## src/rtl/iob_cfg_loader.sv

```systemverilog
// ----------------------------------------------------------------------------
// iob_cfg_loader
//   Loads one IOB configuration word into the serial-in/parallel-out IOB
//   configuration chain. A parallel word is taken over a valid/ready
//   handshake, shifted out LSB-first (one SH_EN_IOB strobe every SHIFT_DIV
//   clocks), and then committed with a single UPD_IOB strobe.
//
// Parameters
//   WIDTH       configuration word / chain length in bits (>= 2)
//   SHIFT_DIV   clocks per shifted bit (>= 1)
//
// Ports
//   CLOCK_IOB    in   clock, rising edge
//   RES_IOB      in   synchronous active-high reset
//   CFG_DAT_IOB  in   configuration word, sampled on accept only
//   CFG_VLD_IOB  in   word valid
//   CFG_RDY_IOB  out  loader idle and able to accept a word
//   ABORT_IOB    in   cancel an in-progress load (ignored when idle)
//   SH_EN_IOB    out  shift-enable strobe to the chain, one per bit
//   SH_DAT_IOB   out  serial data to the chain, 0 when SH_EN_IOB is low
//   UPD_IOB      out  one-cycle commit strobe after the last bit
//   BUSY_IOB     out  load in progress (SHIFT or LATCH)
//   DONE_IOB     out  one-cycle pulse: load shifted and committed
//   ABT_IOB      out  one-cycle pulse: load was aborted
// ----------------------------------------------------------------------------
module iob_cfg_loader #(
  parameter int WIDTH     = 112,
  parameter int SHIFT_DIV = 1
) (
  input  logic             CLOCK_IOB,
  input  logic             RES_IOB,
  input  logic [WIDTH-1:0] CFG_DAT_IOB,
  input  logic             CFG_VLD_IOB,
  output logic             CFG_RDY_IOB,
  input  logic             ABORT_IOB,
  output logic             SH_EN_IOB,
  output logic             SH_DAT_IOB,
  output logic             UPD_IOB,
  output logic             BUSY_IOB,
  output logic             DONE_IOB,
  output logic             ABT_IOB
);

  localparam int BW = $clog2(WIDTH);
  localparam int DW = (SHIFT_DIV > 1) ? $clog2(SHIFT_DIV) : 1;

  localparam logic [BW-1:0] BIT_LAST = BW'(WIDTH - 1);
  localparam logic [DW-1:0] DIV_LAST = DW'(SHIFT_DIV - 1);

  typedef enum logic [1:0] {
    IDLE  = 2'd0,
    SHIFT = 2'd1,
    LATCH = 2'd2
  } state_t;

  state_t           state_q;
  logic [WIDTH-1:0] shadow_q;
  logic [BW-1:0]    bit_cnt_q;
  logic [DW-1:0]    div_cnt_q;
  logic             done_q;
  logic             abt_q;

  logic div_wrap;
  logic strobe;

  assign div_wrap = (div_cnt_q == DIV_LAST);
  // An abort in the same cycle suppresses the strobe, so the chain never
  // sees a bit the loader is about to abandon.
  assign strobe   = (state_q == SHIFT) && div_wrap && !ABORT_IOB;

  assign CFG_RDY_IOB = (state_q == IDLE);
  assign BUSY_IOB    = (state_q != IDLE);
  assign SH_EN_IOB   = strobe;
  assign SH_DAT_IOB  = strobe & shadow_q[0];
  assign UPD_IOB     = (state_q == LATCH) && !ABORT_IOB;
  assign DONE_IOB    = done_q;
  assign ABT_IOB     = abt_q;

  // NOTE: every register below is assigned with <= so all of them update
  // together from the values seen before the edge; a blocking = here would
  // let later statements observe half-updated state.
  always_ff @(posedge CLOCK_IOB) begin
    if (RES_IOB) begin
      state_q   <= IDLE;
      shadow_q  <= '0;
      bit_cnt_q <= '0;
      div_cnt_q <= '0;
      done_q    <= 1'b0;
      abt_q     <= 1'b0;
    end else begin
      // Completion / abort flags are single-cycle pulses by default.
      done_q <= 1'b0;
      abt_q  <= 1'b0;
      case (state_q)
        IDLE: begin
          if (CFG_VLD_IOB) begin
            shadow_q  <= CFG_DAT_IOB;
            bit_cnt_q <= '0;
            div_cnt_q <= '0;
            state_q   <= SHIFT;
          end
        end
        SHIFT: begin
          if (ABORT_IOB) begin
            state_q <= IDLE;
            abt_q   <= 1'b1;
          end else begin
            div_cnt_q <= div_wrap ? '0 : div_cnt_q + DW'(1);
            if (div_wrap) begin
              shadow_q  <= shadow_q >> 1;
              bit_cnt_q <= bit_cnt_q + BW'(1);
              if (bit_cnt_q == BIT_LAST) begin
                state_q <= LATCH;
              end
            end
          end
        end
        LATCH: begin
          state_q <= IDLE;
          if (ABORT_IOB) begin
            abt_q <= 1'b1;
          end else begin
            done_q <= 1'b1;
          end
        end
        default: state_q <= IDLE;
      endcase
    end
  end

endmodule
```

## config.mk

```make
export PLATFORM = sky130hd
export DESIGN_NAME = iob_cfg_loader
export DESIGN_NICKNAME = d
export VERILOG_FILES = /design/src/rtl/iob_cfg_loader.sv
export SDC_FILE = /design/constraint.sdc
export NUM_CORES = 1
export LEC_CHECK = 0
export ABC_CLOCK_PERIOD_IN_PS = 2300
export CAP_MARGIN = 20
export CORE_MARGIN = 8
export CORE_UTILIZATION = 40
export CTS_BUF_LIST = sky130_fd_sc_hd__clkbuf_8
export DETAILED_ROUTE_END_ITERATION = 8
export HOLD_SLACK_MARGIN = 0.08
export PLACE_DENSITY_LB_ADDON = 0.3
export SLEW_MARGIN = 20
export SYNTH_ARGS = -nofsm -noshare
export SYNTH_HDL_FRONTEND = slang
export SYNTH_SLANG_ARGS = --single-unit
```

## constraint.sdc

```tcl
create_clock -name CLOCK_IOB -period 2.3 [get_ports CLOCK_IOB]
set_input_delay 0.345 -clock CLOCK_IOB [delete_from_list [all_inputs] [get_ports CLOCK_IOB]]
set_output_delay 0.345 -clock CLOCK_IOB [all_outputs]
set_load 0.005 [all_outputs]
```

# Word-level counts from Yosys, hierarchy flattened
# Cells that the tools add are included.
[op_classes]
n_addsub = 2
n_eq_ne = 8
muxes = 19
bitwise_logic = 4
n_reduce_logical = 13
[op_table]
columns = ["operator", "n"]
rows = [
  ["$mux W112", 3],
  ["$pmux W112 S2", 1],
  ["$mux W7", 3],
  ["$pmux W7 S2", 1],
  ["$mux W2", 4],
  ["$add A7 B1 Y7 const B", 1],
  ["$eq A7 B7 Y1 const B", 1],
  ["$ne A2 B2 Y1 const B", 3],
  ["$reduce_and A3 Y1", 2],
  ["$reduce_or A2 Y1", 3],
  ["$mux W1", 5],
  ["$pmux W2 S2", 1],
  ["$reduce_and A4 Y1", 1],
  ["$reduce_bool A2 Y1", 2],
  ["$logic_and A1 B1 Y1", 3],
  ["$ne A3 B2 Y1 const B", 1],
  ["$ne A3 B3 Y1 const B", 1],
  ["$not A1 Y1", 3],
  ["$eq A2 B1 Y1 const B", 1],
  ["$eq A2 B2 Y1 const B", 1],
  ["$logic_not A2 Y1", 1],
  ["$pmux W1 S2", 1],
  ["$add A1 B1 Y1 const B", 1],
  ["$and A1 B1 Y1", 1],
  ["$logic_not A1 Y1", 1],
]
[totals]
reg_bits = 124
input_bits = 116
out_inout_bits = 7
word_cells = 52

# Logic depth before layout (Yosys ltp)
# Gate-level depths: netlist (run 1).
[logic_depth]
ltp_word = 5
mapped_depth = 11
mapped_depth_nobuf = 7

# Least setup slack after synthesis (run 1)
# OpenSTA, ideal clock, no wires.
[synth_timing]
path_type = "register to register"
startpoint = "register state_q[0]"
endpoint = "register shadow_q[17]"
setup_ps = 146
arrival_ps = 1574
required_ps = 2154
slack_ps = 579
stages_incl_launch_ff = 10
path_buffers = 4
period_less_slack_ps = 1721
cell_sequence = "dfxtp_1 > inv_1 > ha_1 > nand2b_1 > buf_2 > o21a_1 > buf_6 > buf_2 > buf_4 > a211oi_2"
[synth_via]
elab_chain_len = 3
word_cells_on_any_way = 8
cone_classes = "4 x eq/ne; 1 x mux; 3 x reduce/logical"
[synth_rtl]
columns = ["item", "line", "text"]
rows = [
  ["start: declaration", "56", "state_t state_q;"],
  ["start signal: assignment", "84", "state_q <= IDLE;"],
  ["start signal: assignment", "100", "state_q <= SHIFT;"],
  ["start signal: assignment", "105", "state_q <= IDLE;"],
  ["$logic_not A2 Y1 *", "--", ""],
  ["named net CFG_RDY_IOB", "34", "output logic CFG_RDY_IOB,"],
  ["$ne A2 B2 Y1 (no line) / $reduce_bool A2 Y1 (equally long branches)", "--", ""],
  ["$reduce_and A4 Y1 (no line)", "--", ""],
  ["end signal: assignment", "110", "shadow_q <= shadow_q >> 1;"],
  ["end: declaration", "57", "logic [WIDTH-1:0] shadow_q;"],
]
# Mark *: on every way through the listed nets, which the timed path passes. The rest lies on a longest branch.
# A chain may end at the register's enable or synchronous reset.

# Worst setup path after layout (run 1)
[layout_timing]
startpoint = "register state_q[0]"
endpoint = "output UPD_IOB"
[layout_via]
elab_chain_len = 2
[layout_rtl]
columns = ["item", "line", "text"]
rows = [
  ["$eq A2 B2 Y1", "75", "assign UPD_IOB = (state_q == LATCH) && !ABORT_IOB;"],
  ["$logic_and A1 B1 Y1", "75", ""],
  ["end: declaration", "38", "output logic UPD_IOB,"],
]
# No other way between the ends.

==> summary.md, run 1 <==
For this run, global-route usage on met2 was measured as 21.5%. The run finished with clean final reports. At the end of routability-driven placement, the weighted congestion stood at 0.757. Counting along the longest clock path gives a buffer depth of 2.

sky130_fd_sc_hd__dfxtp_1 is the most common cell in the netlist. In this run the critical register-to-register path is captured at shadow_q[105]. The clock-pin slew reported for the worst setup and hold paths after clock tree synthesis came out at 70 ps.

Internal power comes to 4.21 mW. The run gives 112 ps as the post-route worst setup slack. Measured along the x axis, the die boundary spans 136 um. The HPWL after detailed placement is 8580 um. The total net switching power came out at 1.59 mW.

The reg-to-reg startpoint is state_q[0]. The post-route clock period utilization came out at 95.1%. The logs give 18500 um^2 for the area of the die and 2.74 nW for the cell leakage power. Power spread over the standard cell area amounts to 771 nW/um^2.

The share of total power in sequential cells was 43.8%; the post-synthesis cell type count was 34. The via count of the first global-routing pass came out at 4346. In this run the worst hold path is classified as primary input to flip-flop.

In this run the count of I/O pins placed on the die edge is 123. Setup slack on the worst reg-to-reg path comes out at 220 ps. The total wire length is 12300 um, and the mean number of vias per cell is 5.00. Met1 global-route usage: 15.9%.

Endpoint type of the worst setup path: a primary output. A synthesized cell averages 10.2 um^2. Setup repair after global routing left no endpoint under its margin. The floorplan has 44 rows. Counting flops and latches in the post-synthesis netlist gives 123. The cell area that synthesis handed to floorplanning was 5750 um^2.

In the global route stage, overall resource usage came out at 13.5%. The number of slew-limit violations in the final report came out at 0. The most used flip-flop cell after synthesis is sky130_fd_sc_hd__dfxtp_1. The worst-skew pair later-pin latency was 430 ps.

TritonCTS built the clock tree. The tool flagged a number of max-cap violations equal to 0. The met3 demand-to-capacity share in global routing is 5.47%. The first-pass GRT wire length is 20200 um. For the sum of overflow across all layers after global routing, the log shows 0. For the number of DRC markers after the initial detailed-route iteration, the log shows 193. The worst hold path terminates at bit_cnt_q[0]. The root buffer cell chosen for the clock tree is sky130_fd_sc_hd__clkbuf_8.

In this run the biggest area consumer among cell types represents 42.8% of the synthesized area. For the number of nets produced by synthesis, the log shows 686. Start point of the worst min-delay path: RES_IOB. By area the synthesized netlist is led by sky130_fd_sc_hd__dfxtp_1, sky130_fd_sc_hd__mux2i_1, sky130_fd_sc_hd__a211oi_2. Before CTS, the worst setup slack after placement is 88.7 ps. In this run switching power makes up 27.4% of total power. STA puts the critical path data required time at 1960 ps. After the flow finishes, the layout carries non-filler instances totaling 861. Across the routed clock network, the largest skew measured is 9.32 ps.

The layer flagged by global routing as most heavily used is met2. The count of cells along the worst register-to-register path was 7; the count of clock tree sinks was 123. Combinational cells account for 22.0% of the total power. The worst pin sits at a relative slew slack of 52.7%. Data on the critical path arrives at its endpoint at 1840 ps.

The number of warnings reported in the yosys synthesis log came out at 0. The total number of vias came out at 4301. The detail route stage leaves a number of antenna-violating nets equal to 0.

The per-cell routed wire length is 14.3 um, and the count of filler cells inserted in the layout is 1309. Footprint of the multi-input gates: 2990 um^2. The number of buffers inserted by port buffering was 122; the cell depth of the worst min-delay path was 2. Entering global routing, the biggest net connects 72 pins.

Registers take 2460 um^2. At the pin with the least slew margin, the transition time is 709 ps. The worst setup path category is flip-flop to primary output. In this run, synthesis inferred 0 flip-flops with an integrated enable. The count of placed standard cells including taps was 829; the peak fanout along the critical path was 3. The depth of the CTS H-tree was 4.

Synthesis produced 566 cells. In the routed design, unresolved DRC markers number 0. The proportion of register bits with asynchronous set or reset after synthesis is 0%. The count of antenna diodes in the layout was 0. The largest voltage drop on the vdd net is 0.000379 V. By count the netlist is led by sky130_fd_sc_hd__dfxtp_1, sky130_fd_sc_hd__nor2_1, sky130_fd_sc_hd__mux2i_1.

The maximum operating frequency was 0.457 GHz. The tools report the layout net count as 785. The hold violation total from the final report is 0, and the shortest period the worst path allows is 2190 ps. In this run, the clock network consumes 34.1% of the power. Measured along the y axis, the die boundary spans 136 um.

The run gives 0 as the hold buffer count at cts. Critical path launch point type: a flip-flop. The run gives 42.8% as the portion of the post-synthesis area used by sequential elements. The floorplan core area was 14300 um^2. The final total negative setup slack is 0 ps, and the post-synthesis to final-layout area growth is 30.6%. The final design utilization was 52.5%; the number of antenna violations at the first check in global routing was 0. Before antenna repair, the detailed router went through 4 iterations.

For this configuration, the core starts out at a cell density of 40.2%. Setup violations remaining at the end of the flow were counted as 0. Cell taking the most area after synthesis: sky130_fd_sc_hd__dfxtp_1. TritonCTS buffer count: 17. The post-route netlist has 14.3% of its cells at a drive strength greater than 1.
## area by class of cell
type | instances | area share (%)
clock buffers | 21 | 3.85
clock inverters | 10 | 1.63
inverters | 8 | 0.433
multi-input cells | 383 | 39.8
flip-flops and latches | 123 | 32.8
well taps | 184 | 3.07
repair buffers | 132 | 18.4
## worst max-delay path, stage by stage, from the launching register on
cell and delay (ps):
sky130_fd_sc_hd__dfxtp_1 340, sky130_fd_sc_hd__inv_1 120, sky130_fd_sc_hd__ha_1 160, sky130_fd_sc_hd__nor2b_1 230, sky130_fd_sc_hd__clkdlybuf4s50_1 560
## power groups by stage
| stage | Sequential (mW) | Clock [mW] | Combinational [mW] |
|---|---|---|---|
| floorplan | 2.55 | 0 | 0.955 |
| global placement | 2.57 | 0 | 1.25 |
| detailed placement | 2.59 | 0 | 1.29 |
| CTS | 2.54 | 2.05 | 1.29 |
| global route | 2.57 | 2.16 | 1.41 |
| finish | 2.54 | 1.98 | 1.28 |
## layer usage
metal / routed length, um / up-vias / part of all wire [%]
li1: - / 2249 / -
met2: 5540 / 83 / 45
met4: 172 / 0 / 1.4
met5: 0 / - / 0
met3: 810 / 13 / 6.6
met1: 5760 / 1956 / 47
## flip-flops by register name, indices dropped and copies added (netlist names)
signal / count
state_q: 2
bit_cnt_q: 7
shadow_q: 112
ABT_IOB: 1
DONE_IOB: 1
## logic make-up after synthesis
family          synth area share (%)
compound gates                  20.7
buf+inv                         5.53
fa+ha+maj                      0.870
xor+xnor                       0.609
mux                             19.5
flops                           42.8
simple gates                    9.97
## placed cells by master (no fill, tap or decap), types with 4 or more instances in the layout
cell,count
sky130_fd_sc_hd__dfxtp_1,123
sky130_fd_sc_hd__clkdlybuf4s50_1,121
sky130_fd_sc_hd__and2_1,4
sky130_fd_sc_hd__nor2_1,118
sky130_fd_sc_hd__clkbuf_8,21
sky130_fd_sc_hd__buf_4,4
sky130_fd_sc_hd__clkinv_2,5
sky130_fd_sc_hd__xor2_1,4
sky130_fd_sc_hd__a21oi_1,4
sky130_fd_sc_hd__a211oi_1,61
sky130_fd_sc_hd__inv_1,8
sky130_fd_sc_hd__buf_12,7
sky130_fd_sc_hd__mux2i_1,112
sky130_fd_sc_hd__a211oi_2,50
## metrics by stage
stage	hold WS (ps)	cell area [um^2]	power [mW]
after floorplan	458	5750	3.50
after global placement	470	7090	3.82
final	342	7510	5.79
after CTS	314	7510	5.88
after detailed placement	491	7090	3.87
after global routing	350	7510	6.13
## what timing repair did
item                                    CTS  global route
gates resized for setup                   1             2
setup buffers                             1             0
endpoints found under the setup margin    1             4
## worst max-delay path by stage
stage          depth (start not counted)        from            end  slack [ps]
2_1_floorplan                          9  state_q[0]   shadow_q[17]         580
3_3_place_gp                           5   ABORT_IOB     SH_DAT_IOB         190
3_5_place_dp                           7   ABORT_IOB  shadow_q[105]          90
4_1_cts                                6  state_q[1]     SH_DAT_IOB          30
5_1_grt                                6  state_q[1]     SH_DAT_IOB          30
6_report                               4  state_q[0]        UPD_IOB         110
(Power assumes the default switching activity.)
==> run 2: changes to the inputs <==
CELL_PAD_IN_SITES_DETAIL_PLACEMENT = 1   (was not set)
CELL_PAD_IN_SITES_GLOBAL_PLACEMENT = 1   (was not set)
==> summary.md, run 2 (synthesized netlist as in run 1, its figures left out) <==
The flow ran to the end, and the final reports show no timing, DRC or antenna violations. The total wire length came out at 14200 um (+16%). The per-cell routed wire length is 16.4 um (+15%), and the total power of the final layout is 5.84 mW (+0.76%). The critical path launch point type is a flip-flop. The tools report the number of setup violations in the final report as 0 (unchanged). The logs give 14300 um^2 (unchanged) for the floorplan core area and 440 ps (about the same) for the worst-skew pair later-pin latency. Total DRC errors in the routed layout: 0 (unchanged).

The flip-flop count of the largest register, all copies and words added was 112 (unchanged); the layout net count was 788 (+0.38%). The number of buffers inserted by port buffering was 122 (unchanged). The via count of the first global-routing pass came out at 4940 (+14%).

The area of the die is 18500 um^2 (unchanged). The die span in x was 136 um (unchanged). The tools report the number of core rows as 44 (unchanged).

Leaving out fill and tap cells, the most frequent cell in the layout is sky130_fd_sc_hd__dfxtp_1. The depth of the CTS H-tree is 4 (unchanged), and the die outline height is 136 um (unchanged). Worst path buffer plus inverter count: 3 (+1). The count of clock tree sinks was 123 (unchanged). For the required time of the critical path, the log shows 1960 ps (about the same). The normalized max-slew margin came out at 56.6% (+3.9 points). The root buffer cell chosen for the clock tree is sky130_fd_sc_hd__clkbuf_8. Register bank with the most flops: shadow_q.

The count of filler cells inserted in the layout is 1575 (+20%), and the largest voltage drop on the vdd net is 0.000355 V (-6.4%). The I/O pin count came out at 123 (unchanged). The reg-to-reg startpoint was state_q[1].

The share of final-layout standard cells stronger than drive strength 1 came out at 15.0% (+0.67 points). TritonCTS built the clock tree. In the layout the commonest cells are sky130_fd_sc_hd__dfxtp_1, sky130_fd_sc_hd__clkdlybuf4s50_1, sky130_fd_sc_hd__nor2_1. The count of antenna diodes in the layout came out at 0 (unchanged). The starting utilization of the core area came out at 40.2% (unchanged). The footprint of the multi-input gates was 2990 um^2 (unchanged); the placer's final routability congestion estimate was 0.696 (-8.0%).

The buffer depth of the longest clock path is 2 (unchanged), and the ratio of total power to cell area is 777 nW/um^2 (+0.71%). The tools report the hold violation total from the final report as 0 (unchanged). The tools report the pin count of the biggest net entering global routing as 85 (+18%). The peak fanout along the critical path works out to 6 (+3). The run gives 23600 um (+17%) as the first-pass GRT wire length. The maximum operating frequency was 0.464 GHz (+1.5%); the shortest period the worst path allows was 2160 ps (-32.5 ps). Final design utilization: 52.5% (about the same). In the final layout, the registers with the most flip-flops are shadow_q (112), bit_cnt_q (7), state_q (2).

The cell leakage power was 2.76 nW (+0.75%); the critical path depth was 4 (unchanged). Cell type of the slowest stage on the worst timing path: sky130_fd_sc_hd__clkdlybuf4s50_1. The total routing resource utilization after global routing came out at 15.8% (+2.3 points). For hold timing, the worst endpoint is bit_cnt_q[0]. The cell depth of the worst min-delay path works out to 2 (unchanged). Counting stages on the worst path, the most repeated cell is sky130_fd_sc_hd__inv_1. The tools report the number of slew-limit violations in the final report as 0 (unchanged). The transition time of the tightest slew-check pin came out at 645 ps (-63.4 ps). On the critical path the largest part of the delay comes from buffers and inverters.

Count of TritonRoute iterations in the first routing pass: 4 (unchanged). Post-synthesis to final-layout area growth: 30.7% (about the same). STA classifies the critical path endpoint as a primary output. The combined flip-flop and latch cell area came out at 2460 um^2 (unchanged).

The mean number of vias per cell is 5.18 (+3.8%), and the clock tree skew after final layout is 9.79 ps (+0.466 ps). The startpoint identified for the worst hold timing path is RES_IOB. The worst-case register-to-register setup slack came out at 230 ps (about the same). For the total number of vias, the log shows 4478 (+4.1%). In this run the critical register-to-register path is captured at shadow_q[80]. The clock-pin slew reported for the worst setup and hold paths after clock tree synthesis came out at 70 ps (about the same). The number of violations of the max-capacitance limit was 0 (unchanged). The critical path is of the flip-flop to primary output type.

Setup repair after global routing left no endpoint under its margin. The class of the most critical hold timing path was primary input to flip-flop. The signal on the critical path passes through inv_1, ha_2, inv_1, clkdlybuf4s50_1.

The sum of overflow across all layers after global routing was 0 (unchanged); the peak per-stage delay on the critical path was 550 ps (about the same). The post-placement cell area was 7080 um^2 (about the same). The count of cells along the worst register-to-register path was 8 (+1); the residual antenna-violating net count after detailed routing was 0 (unchanged). The run gives 17 (unchanged) as the TritonCTS buffer count. The post-route clock period utilization is 93.7% (-1.4 points), and the number of DRC markers after the initial detailed-route iteration is 173 (-10%). The worst path arrival time was 1810 ps (-30 ps). The total non-filler cell area in the finished layout was 7510 um^2 (about the same); the final HPWL from detailed placement was 9880 um (+15%).

The number of antenna violations at the first check in global routing was 0 (unchanged).
## run 2: cell count changes in the layout (fill, tap and decap cells not counted)
| cell | change |
|---|---|
| sky130_fd_sc_hd__buf_4 | +5 |
| sky130_fd_sc_hd__clkbuf_8 | +3 |
| sky130_fd_sc_hd__buf_12 | -2 |
| sky130_fd_sc_hd__inv_1 | -2 |
| sky130_fd_sc_hd__bufinv_16 | -1 |
| sky130_fd_sc_hd__clkdlybuf4s50_1 | -1 |
| sky130_fd_sc_hd__dlymetal6s2s_1 | +1 |
## run 2: worst max-delay path by stage
stage	startpoint	endpoint	slack [ps]
after floorplan	state_q[0]	shadow_q[17]	580
after global placement	ABORT_IOB	shadow_q[93]	120
after detailed placement	ABORT_IOB	shadow_q[82]	-30
after CTS	state_q[0]	BUSY_IOB	30
after global routing	state_q[0]	UPD_IOB	30
final	state_q[0]	BUSY_IOB	140
## run 2: report_power, final
part | total [mW] | internal [mW] | switching (mW) | leakage, nW
clock | 1.99 | 1.15 | 0.838 | 0.220
sequential | 2.54 | 2.40 | 0.142 | 1.02
combinational | 1.30 | 0.636 | 0.668 | 1.52
total | 5.84 | 4.19 | 1.65 | 2.76
## run 2: cell type report
class | instances | area share (%)
multi-input combinational | 383 | 39.8
clock inverter | 7 | 1.13
sequential | 123 | 32.8
timing repair buffer | 135 | 18.4
inverter | 8 | 0.433
tap | 184 | 3.06
clock buffer | 24 | 4.40
## run 2: timing repair
action                     CTS  global route
resized for setup            2             2
hold buffers                 0             0
pin swaps                    1             0
setup buffers                1             0
setup endpoints to repair    2             5
## run 2: worst register-to-register path: stages, from the launching register on
cell	delay, ps
sky130_fd_sc_hd__dfxtp_1	360
sky130_fd_sc_hd__inv_2	80
sky130_fd_sc_hd__ha_4	180
sky130_fd_sc_hd__buf_4	160
sky130_fd_sc_hd__nor2b_4	120
sky130_fd_sc_hd__o21a_4	370
sky130_fd_sc_hd__buf_4	390
sky130_fd_sc_hd__nor2_1	90
sky130_fd_sc_hd__a211oi_1	240
## run 2: stage by stage
step	setup slack (ps)	TNS, ps	cells	hold WS, ps
6_report	144	0	864	374
5_1_grt	26.3	0	864	401
4_1_cts	28.8	0	864	341
3_5_place_dp	-34.8	-76.3	832	497
3_3_place_gp	123	0	832	471
2_1_floorplan	579	0	566	458
## run 2: routing by layer
layer	global-route usage (%)	vias to the layer above	share of wire (%)
li1	-	2246	-
met1	18.7	2124	45
met2	25.7	95	48
met3	5.99	13	6.1
met4	5.31	0	1.1
met5	0	-	0
==> run 3: changes to the inputs <==
HOLD_SLACK_MARGIN = not set   (was 0.08)
==> results of run 3 <==
Same layout as run 2: the final DEF is identical, and so are final timing and power.
